`config.mk`:
```
export PLATFORM = sky130hd
export DESIGN_NAME = ram_arbiter
export DESIGN_NICKNAME = d
export VERILOG_FILES = /design/src/rtl/ram_arb_pkg.sv /design/src/rtl/ram_arb_pick.sv /design/src/rtl/ram_arbiter.sv
export SDC_FILE = /design/constraint.sdc
export NUM_CORES = 1
export LEC_CHECK = 0
export BUFFER_PORTS_ARGS = -buffer_cell sky130_fd_sc_hd__buf_2
export CAP_MARGIN = 20
export CORE_AREA = 2 2 72 74
export CTS_CLUSTER_DIAMETER = 120
export DETAILED_ROUTE_END_ITERATION = 8
export DIE_AREA = 0 0 74 76
export PLACE_DENSITY = 0.81
export SYNTH_ARGS = -nofsm -noshare
export SYNTH_HDL_FRONTEND = slang
export SYNTH_HIERARCHICAL = 1
export SYNTH_SLANG_ARGS = --single-unit
export TNS_END_PERCENT = 1
```
`constraint.sdc`:
```
create_clock -name clk -period 2.1 [get_ports clk]
set_clock_uncertainty 0.15 [all_clocks]
set_input_delay 0.315 -clock clk [delete_from_list [all_inputs] [get_ports clk]]
set_output_delay 0.315 -clock clk [all_outputs]
set_load 0.02 [all_outputs]
```
`src/rtl/ram_arb_pkg.sv`:
```
// Shared types and helpers for the two-requester RAM arbiter.
// Build option: RAM_ARB_RR_EN selects round-robin tie-break (default fixed A priority).
package ram_arb_pkg;

    typedef enum logic [1:0] {
        IDLE  = 2'd0,
        OWN_A = 2'd1,
        OWN_B = 2'd2
    } owner_t;

    localparam logic REQ_A = 1'b0;
    localparam logic REQ_B = 1'b1;

    function automatic int burst_w(input int mb);
        return $clog2(mb) + 1;
    endfunction

endpackage

```
`src/rtl/ram_arb_pick.sv`:
```
// Combinational winner select: lock hold first, then single request, then tie-break.
// Build option: RAM_ARB_RR_EN makes ties round-robin on last_gnt.
module ram_arb_pick
    import ram_arb_pkg::*;
#(
    parameter int max_burst = 4,
    parameter int cw        = 3
) (
    input  logic          req_a,
    input  logic          req_b,
    input  logic          lock_a,
    input  logic          lock_b,
    input  owner_t        owner,
    input  logic [cw-1:0] burst_cnt,
    input  logic          last_gnt,
    output logic [1:0]    win,
    output logic          hold
);

`ifdef RAM_ARB_RR_EN
    localparam logic RR = 1'b1;
`else
    localparam logic RR = 1'b0;
`endif

    localparam logic [cw-1:0] LIM = cw'(max_burst - 1);

    logic hold_a;
    logic hold_b;
    logic tie_b;

    assign hold_a = (owner == OWN_A) && req_a && lock_a && (burst_cnt < LIM);
    assign hold_b = (owner == OWN_B) && req_b && lock_b && (burst_cnt < LIM);
    // Round-robin hands a tie to whoever was not granted last.
    assign tie_b  = RR && (last_gnt == REQ_A);

    always_comb begin
        win  = 2'b00;
        hold = 1'b0;
        priority case (1'b1)
            hold_a: begin
                win  = 2'b01;
                hold = 1'b1;
            end
            hold_b: begin
                win  = 2'b10;
                hold = 1'b1;
            end
            (req_a && req_b): win = tie_b ? 2'b10 : 2'b01;
            req_a:            win = 2'b01;
            req_b:            win = 2'b10;
            default:          win = 2'b00;
        endcase
    end

endmodule

```
`src/rtl/ram_arbiter.sv`:
```
// Two-requester arbiter/sequencer in front of a registered-read single-port RAM.
// Build option: RAM_ARB_RR_EN selects round-robin ties instead of fixed A priority.
module ram_arbiter
    import ram_arb_pkg::*;
#(
    parameter int data_width = 32,
    parameter int addr_width = 4,
    parameter int max_burst  = 4
) (
    input  logic                  clk,
    input  logic                  reset_n,
    input  logic                  req_a,
    input  logic                  req_b,
    input  logic                  lock_a,
    input  logic                  lock_b,
    input  logic                  we_a,
    input  logic                  we_b,
    input  logic [addr_width-1:0] addr_a,
    input  logic [addr_width-1:0] addr_b,
    input  logic [data_width-1:0] wdata_a,
    input  logic [data_width-1:0] wdata_b,
    output logic                  gnt_a,
    output logic                  gnt_b,
    output logic                  rvalid_a,
    output logic                  rvalid_b,
    output logic [data_width-1:0] rdata,
    output logic [addr_width-1:0] ram_addr,
    output logic                  ram_we,
    output logic [data_width-1:0] ram_din,
    input  logic [data_width-1:0] ram_dout
);

    localparam int CW = burst_w(max_burst);

    owner_t                owner;
    owner_t                owner_nx;
    logic [CW-1:0]         burst_cnt;
    logic                  last_gnt;
    logic [addr_width-1:0] addr_q;
    logic [1:0]            win_raw;
    logic [1:0]            win;
    logic                  hold;

    ram_arb_pick #(
        .max_burst (max_burst),
        .cw        (CW)
    ) u_pick (
        .req_a     (req_a),
        .req_b     (req_b),
        .lock_a    (lock_a),
        .lock_b    (lock_b),
        .owner     (owner),
        .burst_cnt (burst_cnt),
        .last_gnt  (last_gnt),
        .win       (win_raw),
        .hold      (hold)
    );

    // Nothing is granted while reset is asserted.
    assign win   = reset_n ? win_raw : 2'b00;
    assign gnt_a = win[0];
    assign gnt_b = win[1];
    assign rdata = ram_dout;

    always_comb begin
        owner_nx = IDLE;
        ram_addr = addr_q;
        ram_we   = 1'b0;
        ram_din  = '0;
        if (win[0]) begin
            owner_nx = OWN_A;
            ram_addr = addr_a;
            ram_we   = we_a;
            ram_din  = wdata_a;
        end else if (win[1]) begin
            owner_nx = OWN_B;
            ram_addr = addr_b;
            ram_we   = we_b;
            ram_din  = wdata_b;
        end
    end

    always_ff @(posedge clk) begin
        if (!reset_n) begin
            owner <= IDLE;
        end else begin
            owner <= owner_nx;
        end
    end

    always_ff @(posedge clk) begin
        if (!reset_n) begin
            last_gnt  <= REQ_B;
            burst_cnt <= '0;
            rvalid_a  <= 1'b0;
            rvalid_b  <= 1'b0;
            addr_q    <= '0;
        end else begin
            rvalid_a  <= gnt_a & ~we_a;
            rvalid_b  <= gnt_b & ~we_b;
            burst_cnt <= hold ? burst_cnt + 1'b1 : '0;
            if (|win) begin
                last_gnt <= win[1] ? REQ_B : REQ_A;
                addr_q   <= ram_addr;
            end
        end
    end

endmodule
```
==> results.md, run 1 <==
- Routed len/inst: 13.2 um
- Fillers: 466
- Max-slew violations: 0
- IO Pins: 185
- Final Power: 829 uW
- Vias in the first global route: 1,741
- FF/Latch Area: 224 um^2
- Port Buffers: 120
- Slowest CP cell: dfxtp_2
- CP delay by family, top: compound AO/OA/AOI/OAI gates
- Area of the multi-input gates: 1000 um^2
- Root buf cell: clkbuf_8
- Met1 wire length: 1.83 mm
- Final Cell Area: 2230 um^2
- Vias per inst: 4.85
- Hold/Removal Path Class: in2reg
- Die width: 74 um
- Worst Tran Pin Value: 430 ps
- Placed Area: 1970 um^2
- Nets@finish: 403
- Routability Congestion: 0.755
- Final HPWL from detailed placement: 3.26 mm
- Max Clk Rate: 441 MHz
- Vias post-DR: 1,741
- ANT nets after route: 0
- Synth Instances: 205
- Synth warn: 6
- Startpoint types: register
- Synthesized cell area: 1550 um^2
- H-tree depth: 1
- DRC: 0
- Crit end category: primary output
- RSZ-0062 raised after global routing: yes
- Worst path arrival time: 1800 ps
- Critical path class: reg2out
- Max VDD drop: 0.000174 V
- Min Tclk post-route: 2270 ps
- Total iterations of the first detailed-routing run: 4
- CTS tree: built
- Crit-path cells: a21o_1, o21a_4, buf_6, and2_4, a221o_1, buf_6
- Fin crit share: 1.08
- Failing checks: setup timing
- CP Max Fanout: 5
- Avg Cell Area, Syn: 7.55 um^2
- Vert. Die Dim: 76 um
- Crit path buffers/inverters: 2
- Crit path required time: 1630 ps
- Hold Vio Cnt, Final: 0
- Reg clk slew, reported paths: 50 ps
- Core box area: 4910 um^2
- Pwr Density: 373 nW/um^2
- Diodes inserted: 0
- Most frequent CP cell: buf_6
- Setup TNS: -3530 ps
- Slowest stage delay, CP: 320 ps
- TritonCTS buffer count: 3
- Syn Nets: 318
- Largest net degree at the start of global routing: 48
- Fin worst setup slack: -168 ps
- Clock sink count: 11
- Worst-Skew Late Latency: 240 ps
- Synth-to-Final Area Change: 43.8%
- Metal3 WL: 349 um
- Leakage: 1.15 nW
- Top sig layer: met4
- Row count: 26
- Final Setup Violations: 37
- Place WS: 6.07 ps
- Total track usage: 0.169
- Iteration-0 DRC count of the detailed router: 77
- Status: finished, violations left
- Total Die Area: 5620 um^2
- Initial antenna violation count: 0
- Initial core utilization: 0.315
- Post-Route WL: 4.74 mm
- First-pass GRT wire length: 7.76 mm
- Share of cells above drive strength 1: 0.522
- Placed cells: 350
- Maxcap violations: 0
- Grt ovf: 0
- Non-Filler Instances: 359
- WL met2: 2.45 mm
- Maximum root-to-sink buffer count: 2
- Worst slew margin: 0.713
-- per-stage QoR --
step	hold slack (ps)	util
2_1_floorplan	237	-
3_3_place_gp	278	0.401
3_5_place_dp	299	0.401
4_1_cts	92.9	0.441
5_1_grt	97.3	0.453
6_report	95.4	0.453
-- routing by layer --
| layer | vias to the layer above | track usage |
|---|---|---|
| met3 | 17 | 0.0331 |
| met1 | 789 | 0.196 |
| met2 | 90 | 0.292 |
| li1 | 845 | - |
| met5 | - | 0 |
| met4 | 0 | 0.0727 |
-- final timing paths --
| kind | start | to | slack, ps | cells past startpoint |
|---|---|---|---|---|
| hold reg to reg | burst_cnt[0] | burst_cnt[0] | 270 | 1 |
| setup / recovery | burst_cnt[0] | ram_addr[3] | -170 | 6 |
| setup reg to reg | owner[0] | addr_q[0] | 260 | 6 |
| hold / removal | we_b | rvalid_b | 100 | 2 |
-- cells in the final DEF (no fill, tap or decap), types with 2 or more instances in the layout --
cell / instances
buf_4: 34
mux2_2: 4
nand2_1: 35
and4b_1: 4
nor2_1: 4
clkbuf_8: 3
dfxtp_1: 8
buf_6: 8
a21boi_2: 5
o211a_1: 4
dfxtp_2: 3
and3_1: 4
nand3b_1: 33
inv_1: 2
buf_12: 3
nand2b_1: 4
a21boi_1: 27
a211o_1: 3
buf_2: 85
-- sequential cells by signal (all words and copies together) (netlist names) --
| signal | count |
|---|---|
| rvalid_b | 1 |
| addr_q | 4 |
| owner | 2 |
| rvalid_a | 1 |
| burst_cnt | 3 |
-- final cells by class --
| cell class | instances | share of cell area |
|---|---|---|
| Clock buffer | 4 | 0.0202 |
| Inverter | 2 | 0.00337 |
| Multi-Input combinational cell | 141 | 0.451 |
| Sequential cell | 11 | 0.101 |
| Tap cell | 70 | 0.0393 |
| Timing Repair Buffer | 131 | 0.386 |
-- where the power goes --
part / internal, mW / switching [mW]
sequential: 0.219 / 0.00466
combinational: 0.201 / 0.189
clock: 0.134 / 0.0823
total: 0.553 / 0.276
-- repair_timing --
item / CTS / global route
pin swaps: 36 / 4
endpoints found under the setup margin: 37 / 39
resized for setup: 66 / 16
hold buffers: 0 / 0
setup buffers: 2 / 2
gates cloned: 1 / 0
(Power assumes the default switching activity.)
==> inputs of run 2 (changes only) <==
--- a/config.mk
+++ b/config.mk
@@ -7,11 +7,12 @@
 export LEC_CHECK = 0
 export BUFFER_PORTS_ARGS = -buffer_cell sky130_fd_sc_hd__buf_2
 export CAP_MARGIN = 20
-export CORE_AREA = 2 2 72 74
+export CELL_PAD_IN_SITES_DETAIL_PLACEMENT = 1
+export CELL_PAD_IN_SITES_GLOBAL_PLACEMENT = 1
+export CORE_UTILIZATION = 21
 export CTS_CLUSTER_DIAMETER = 120
 export DETAILED_ROUTE_END_ITERATION = 8
-export DIE_AREA = 0 0 74 76
-export PLACE_DENSITY = 0.81
+export PLACE_DENSITY = 0.84
 export SYNTH_ARGS = -nofsm -noshare
 export SYNTH_HDL_FRONTEND = slang
 export SYNTH_HIERARCHICAL = 1
==> run 2 against run 1 <==
  * The run still ends with setup timing left
  * Via count is 0.23% lower
  * Maximum frequency is 0.98% higher
  * Total power is 2.7% higher
  * Die area is 37% higher
  * Utilization is 12 points lower
  * Register-to-register slack worse by 70 ps
  * Combinational power is 4% higher
  * Setup slack better by 22 ps
  * Global-route usage is 4.0 points lower
  * Critical path type unchanged
  * Highest routed layer unchanged
==> results.md, run 2 (same netlist as run 1, synthesis figures left out) <==
- Max VDD drop: 0.000161 V (-7.4%)
- Final Setup Violations: 37 (unchanged)
- Fin worst setup slack: -146 ps (+22.1 ps)
- Hold Vio Cnt, Final: 0 (unchanged)
- Count of cells along the worst register-to-register path: 7 (+1)
- Vert. Die Dim: 87.9 um (+16%)
- Largest net degree at the start of global routing: 47 (-2.1%)
- Root buf cell: clkbuf_8
- Metal3 WL: 286 um (-18%)
- Nets@finish: 406 (+0.74%)
- Total iterations of the first detailed-routing run: 4 (unchanged)
- CTS tree: built
- Final Cell Area: 2310 um^2 (+3.9%)
- Vias per inst: 4.48 (-7.7%)
- Worst slew margin: 0.812 (+0.0985)
- Slowest stage delay, CP: 310 ps (about the same)
- Initial antenna violation count: 0 (unchanged)
- Grt ovf: 0 (unchanged)
- Fin crit share: 1.07 (-0.0105)
- Most frequent cells in the layout: 85 x buf_2, 35 x nand2_1, 34 x buf_4
- Hold_buf cts: 0 (unchanged)
- Total Die Area: 7720 um^2 (+37%)
- Top Registers: addr_q (4), burst_cnt (3), owner (2)
- Core box area: 6940 um^2 (+41%)
- Initial core utilization: 0.223 (-0.0922)
- Crit-path cells: a21o_1, o21a_4, buf_12, and2_1, a221o_1, buf_2
- Largest Register: addr_q
- Status: finished, violations left
- Die width: 87.9 um (+19%)
- Vias post-DR: 1,737 (-0.23%)
- Top sig layer: met4
- Met1 wire length: 2.12 mm (+16%)
- Non-Filler Instances: 388 (+8.1%)
- WL met2: 2.65 mm (+8.2%)
- Reg clk slew, reported paths: 60 ps (about the same)
- Max-slew violations: 0 (unchanged)
- Share of cells above drive strength 1: 0.524 (+0.00148)
- Leakage: 1.18 nW (+2.8%)
- Hold path depth: 2 (unchanged)
- CP Max Fanout: 12 (+7)
- Clock sink count: 11 (unchanged)
- Routed len/inst: 13.3 um (+1.0%)
- Commonest non-fill, non-tap cell in the layout: buf_2
- Iteration-0 DRC count of the detailed router: 40 (-48%)
- Vias in the first global route: 1,737 (-0.23%)
- Maximum root-to-sink buffer count: 2 (unchanged)
- Placed Area: 2050 um^2 (+4.2%)
- Startpoint types: register
- Worst Tran Pin Value: 283 ps (-148 ps)
- IO Pins: 185 (unchanged)
- Largest register FFs: 4 (unchanged)
- RSZ-0062 raised after global routing: yes
- Placed cells: 381 (+8.9%)
- Row count: 30 (+15%)
- Worst-Skew Late Latency: 240 ps (about the same)
- H-tree depth: 1 (unchanged)
- Final HPWL from detailed placement: 4.01 mm (+23%)
- Crit path required time: 1630 ps (about the same)
- Maxcap violations: 0 (unchanged)
- Min Tclk post-route: 2250 ps (-22.1 ps)
- Max Clk Rate: 445 MHz (+0.98%)
- Post-Route WL: 5.18 mm (+9.2%)
- Crit end category: primary output
- Slowest CP cell: dfxtp_1
- Pwr Density: 369 nW/um^2 (-1.1%)
- Diodes inserted: 0 (unchanged)
- Hold/Removal Path Class: in2reg
- Total track usage: 0.129 (-0.0400)
- Failing checks: setup timing
- Synth-to-Final Area Change: 49.4%
- Port Buffers: 120 (unchanged)
- Routability Congestion: 0.715 (-5.2%)
- DRC: 0 (unchanged)
- First-pass GRT wire length: 8.01 mm (+3.2%)
- Critical path class: reg2out
- TritonCTS buffer count: 3 (unchanged)
- Fillers: 856 (+84%)
- ANT nets after route: 0 (unchanged)
- Worst path arrival time: 1780 ps (-20 ps)
==> run 2: changes by cell type in the layout (fill, tap and decap cells not counted), sizes merged <==
cell | before | now
buf | 131 | 133
bufbuf | 0 | 1
==> run 2: final cells by class <==
class / count / area (um^2) / area share
Timing Repair Buffer: 134 / 915 / 0.396
Clock buffer: 4 / 45.0 / 0.0195
Sequential cell: 11 / 224 / 0.0969
Inverter: 2 / 7.51 / 0.00325
Multi-Input combinational cell: 141 / 1000 / 0.433
Tap cell: 96 / 120 / 0.0519
==> run 2: routing by layer <==
layer | GRT usage | up-vias
met2 | 0.237 | 77
met1 | 0.148 | 798
met4 | 0.0566 | 0
li1 | - | 849
met5 | 0 | -
met3 | 0.0160 | 13
==> run 2: critical path, delay by kind of cell (launching register included) <==
kind	cells	cell delay, ps
compound gates	3	760
buf+inv	2	300
flops	1	310
simple gates	1	170
==> run 2: report_power, final <==
part	internal [mW]	leakage [nW]	total, mW	switching [mW]
sequential	0.219	0.0917	0.223	0.00442
clock	0.134	0.0228	0.224	0.0897
combinational	0.212	1.07	0.405	0.193
==> run 2: per-stage QoR <==
| stage | TNS, ps | power, mW | worst slack (ps) | hold slack, ps | util |
|---|---|---|---|---|---|
| after floorplan | 0 | 0.512 | 2.02 | 237 | - |
| after global placement | -17.4 | 0.568 | -17.4 | 341 | 0.296 |
| after detailed placement | -119 | 0.579 | -29.9 | 349 | 0.296 |
| after CTS | -3550 | 0.854 | -156 | 93.8 | 0.327 |
| after global routing | -5500 | 0.900 | -202 | 106 | 0.333 |
| final | -2490 | 0.852 | -146 | 98.5 | 0.333 |
==> run 2: worst paths after layout <==
kind	startpoint	end	slack (ps)
worst min register to register	burst_cnt[2]	burst_cnt[2]	350
worst max-delay path	burst_cnt[0]	ram_addr[3]	-150
worst min-delay path	we_a	rvalid_a	100
worst max register to register	owner[0]	addr_q[0]	190
==> run 2: repair_timing <==
| action | 4_1_cts | 5_1_grt |
|---|---|---|
| pin swaps | 30 | 9 |
| setup buffers | 1 | 1 |
| resized for setup | 75 | 10 |
| endpoints found under the setup margin | 38 | 38 |
| cloned | 1 | 0 |
==> inputs of run 3 (changes only) <==
--- a/config.mk
+++ b/config.mk
@@ -9,6 +9,7 @@
 export CAP_MARGIN = 20
 export CELL_PAD_IN_SITES_DETAIL_PLACEMENT = 1
 export CELL_PAD_IN_SITES_GLOBAL_PLACEMENT = 1
+export CORE_MARGIN = 8
 export CORE_UTILIZATION = 21
 export CTS_CLUSTER_DIAMETER = 120
 export DETAILED_ROUTE_END_ITERATION = 8
==> run 3 against run 2 <==
  * Global-route usage fell by 1.3 points
  * Hold slack got worse by 3.9 ps
  * Flip-flop and latch count did not move
  * Clock power shrank 3%
  * Wire length is 31% higher
  * Critical path depth did not move
  * Utilization up 1.1 points
  * Die area is 34% higher
  * Setup slack lost 8.6 ps
  * Via count up 4.8%
  * The run still ends with setup timing left
==> results.md, run 3 (same netlist as run 1, synthesis figures left out) <==
- Max VDD drop: 0.000129 V (-20%)
- Commonest non-fill, non-tap cell in the layout: buf_2
- Non-Filler Instances: 401 (+3.4%)
- Largest Register: addr_q
- Crit-path cells: a21o_4, o21a_4, buf_12, and3_4, a211o_1, buf_6
- Min Tclk post-route: 2250 ps (+8.62 ps)
- Startpoint types: register
- Switch Pwr: 302 uW (+4.9%)
- Worst slew margin: 0.836 (+0.0240)
- ANT nets after route: 0 (unchanged)
- Most frequent cells in the layout: 82 x buf_2, 42 x buf_4, 33 x nand3b_1
- Placed Area: 2030 um^2 (-1.2%)
- CP delay by family, top: compound AO/OA/AOI/OAI gates
- Vias post-DR: 1,821 (+4.8%)
- Row count: 31 (+3.3%)
- Fillers: 904 (+5.6%)
- H-tree depth: 1 (unchanged)
- DRC: 0 (unchanged)
- Port Buffers: 120 (unchanged)
- Vias in the first global route: 2,051 (+18%)
- Diodes inserted: 0 (unchanged)
- Routed len/inst: 16.9 um (+26%)
- Nets@finish: 416 (+2.5%)
- First-pass GRT wire length: 9.81 mm (+22%)
- Fin worst setup slack: -154 ps (-8.62 ps)
- Post-Route WL: 6.77 mm (+31%)
- Hold Vio Cnt, Final: 0 (unchanged)
- Sw Ratio: 0.339 (+0.00109)
- Total track usage: 0.115 (-0.0132)
- Failing checks: setup timing
- Sequential Power Share: 0.251 (-0.011)
- Pwr Density: 359 nW/um^2 (-2.6%)
- Maxcap violations: 0 (unchanged)
- Status: finished, violations left
- Worst-Skew Late Latency: 240 ps (about the same)
- Fin crit share: 1.07 (+0.00411)
- Comb power frac: 0.504 (+0.028)
- Reg2reg setup slack: 310 ps (+120 ps)
- Largest net degree at the start of global routing: 49 (+4.3%)
- Area of the multi-input gates: 1060 um^2 (+6.0%)
- Grt ovf: 0 (unchanged)
- Total Die Area: 10,400 um^2 (+34%)
- Largest register FFs: 4 (unchanged)
- Critical path class: reg2out
- FF/Latch Area: 226 um^2 (+1.1%)
- IO Pins: 185 (unchanged)
- Worst Tran Pin Value: 247 ps (-36.1 ps)
- Crit path required time: 1630 ps (about the same)
- Clock sink count: 11 (unchanged)
- Final Cell Area: 2480 um^2 (+7.4%)
- Core box area: 7210 um^2 (+3.9%)
- RSZ-0062 raised after global routing: yes
- CTS tree: built
- Total iterations of the first detailed-routing run: 4 (unchanged)
- Slowest CP cell: dfxtp_2
- CP Max Fanout: 13 (+1)
- Hold_buf cts: 0 (unchanged)
- Die width: 102 um (+16%)
- Final Setup Violations: 34 (-8.1%)
- Total internal power: 590 uW (+4.4%)
- Crit end category: primary output
- Slowest stage delay, CP: 330 ps (+20 ps)
- Reg clk slew, reported paths: 50 ps (about the same)
- Iteration-0 DRC count of the detailed router: 26 (-35%)
- Max-slew violations: 0 (unchanged)
- Initial antenna violation count: 0 (unchanged)
- Routability Congestion: 0.761 (+6.4%)
- Worst path arrival time: 1790 ps (about the same)
- Placed cells: 382 (+0.26%)
- Vias per inst: 4.54 (+1.4%)
- Initial core utilization: 0.215 (-0.00835)
- Share of cells above drive strength 1: 0.579 (+0.0555)
- Hold/Removal Path Class: in2reg
- Root buf cell: clkbuf_8
- Max Clk Rate: 444 MHz (-0.38%)
- Vert. Die Dim: 102 um (+16%)
- TritonCTS buffer count: 3 (unchanged)
- Final HPWL from detailed placement: 4.84 mm (+21%)
- Synth-to-Final Area Change: 60.5%
- Clk pwr share: 0.245 (-0.018)
- Leakage: 1.24 nW (+4.6%)
- Crit path buffers/inverters: 2 (unchanged)
- Maximum root-to-sink buffer count: 2 (unchanged)
- Top Registers: addr_q (4), burst_cnt (3), owner (2)
run 3: through the flow:
step	setup WS [ps]	TNS (ps)	hold WS (ps)	total power [mW]	utilization
finish	-154	-2380	94.6	0.891	0.344
global route	-211	-4640	108	0.948	0.344
CTS	-171	-4390	88.5	0.863	0.319
detailed placement	-104	-242	347	0.579	0.281
global placement	-83.5	-87.3	343	0.568	0.281
floorplan	2.02	0	237	0.512	-
run 3: layout make-up:
cell class / instances / area share
Multi-Input combinational cell: 142 / 0.427
Timing Repair Buffer: 143 / 0.411
Sequential cell: 11 / 0.0912
Tap cell: 99 / 0.0499
Clock buffer: 4 / 0.0181
Inverter: 2 / 0.00302
run 3: worst paths after layout:
kind / start / end / depth (start not counted)
setup / recovery: burst_cnt[0] / ram_addr[1] / 6
hold / removal: we_b / rvalid_b / 2
setup reg to reg: burst_cnt[0] / addr_q[0] / 6
hold reg to reg: burst_cnt[2] / burst_cnt[2] / 2
run 3: layer usage:
layer  routed length, um  global-route usage  share of wire
met2                3530               0.210           0.52
met4                 113              0.0372          0.017
met1                2460               0.114           0.36
met5                   0                   0              0
met3                 658              0.0518          0.097
run 3: power groups by stage:
| stage | clock, mW | combinational, mW | sequential (mW) |
|---|---|---|---|
| finish | 0.218 | 0.449 | 0.224 |
| global route | 0.238 | 0.485 | 0.225 |
| CTS | 0.230 | 0.410 | 0.224 |
| detailed placement | 0 | 0.351 | 0.228 |
| global placement | 0 | 0.341 | 0.227 |
| floorplan | 0 | 0.284 | 0.228 |
run 3: timing repair:
| action | 4_1_cts | 5_1_grt |
|---|---|---|
| pin swaps | 31 | 9 |
| buffers inserted | 7 | 5 |
| endpoints found under the setup margin | 38 | 38 |
| gates cloned | 1 | 3 |
| resized for setup | 78 | 27 |
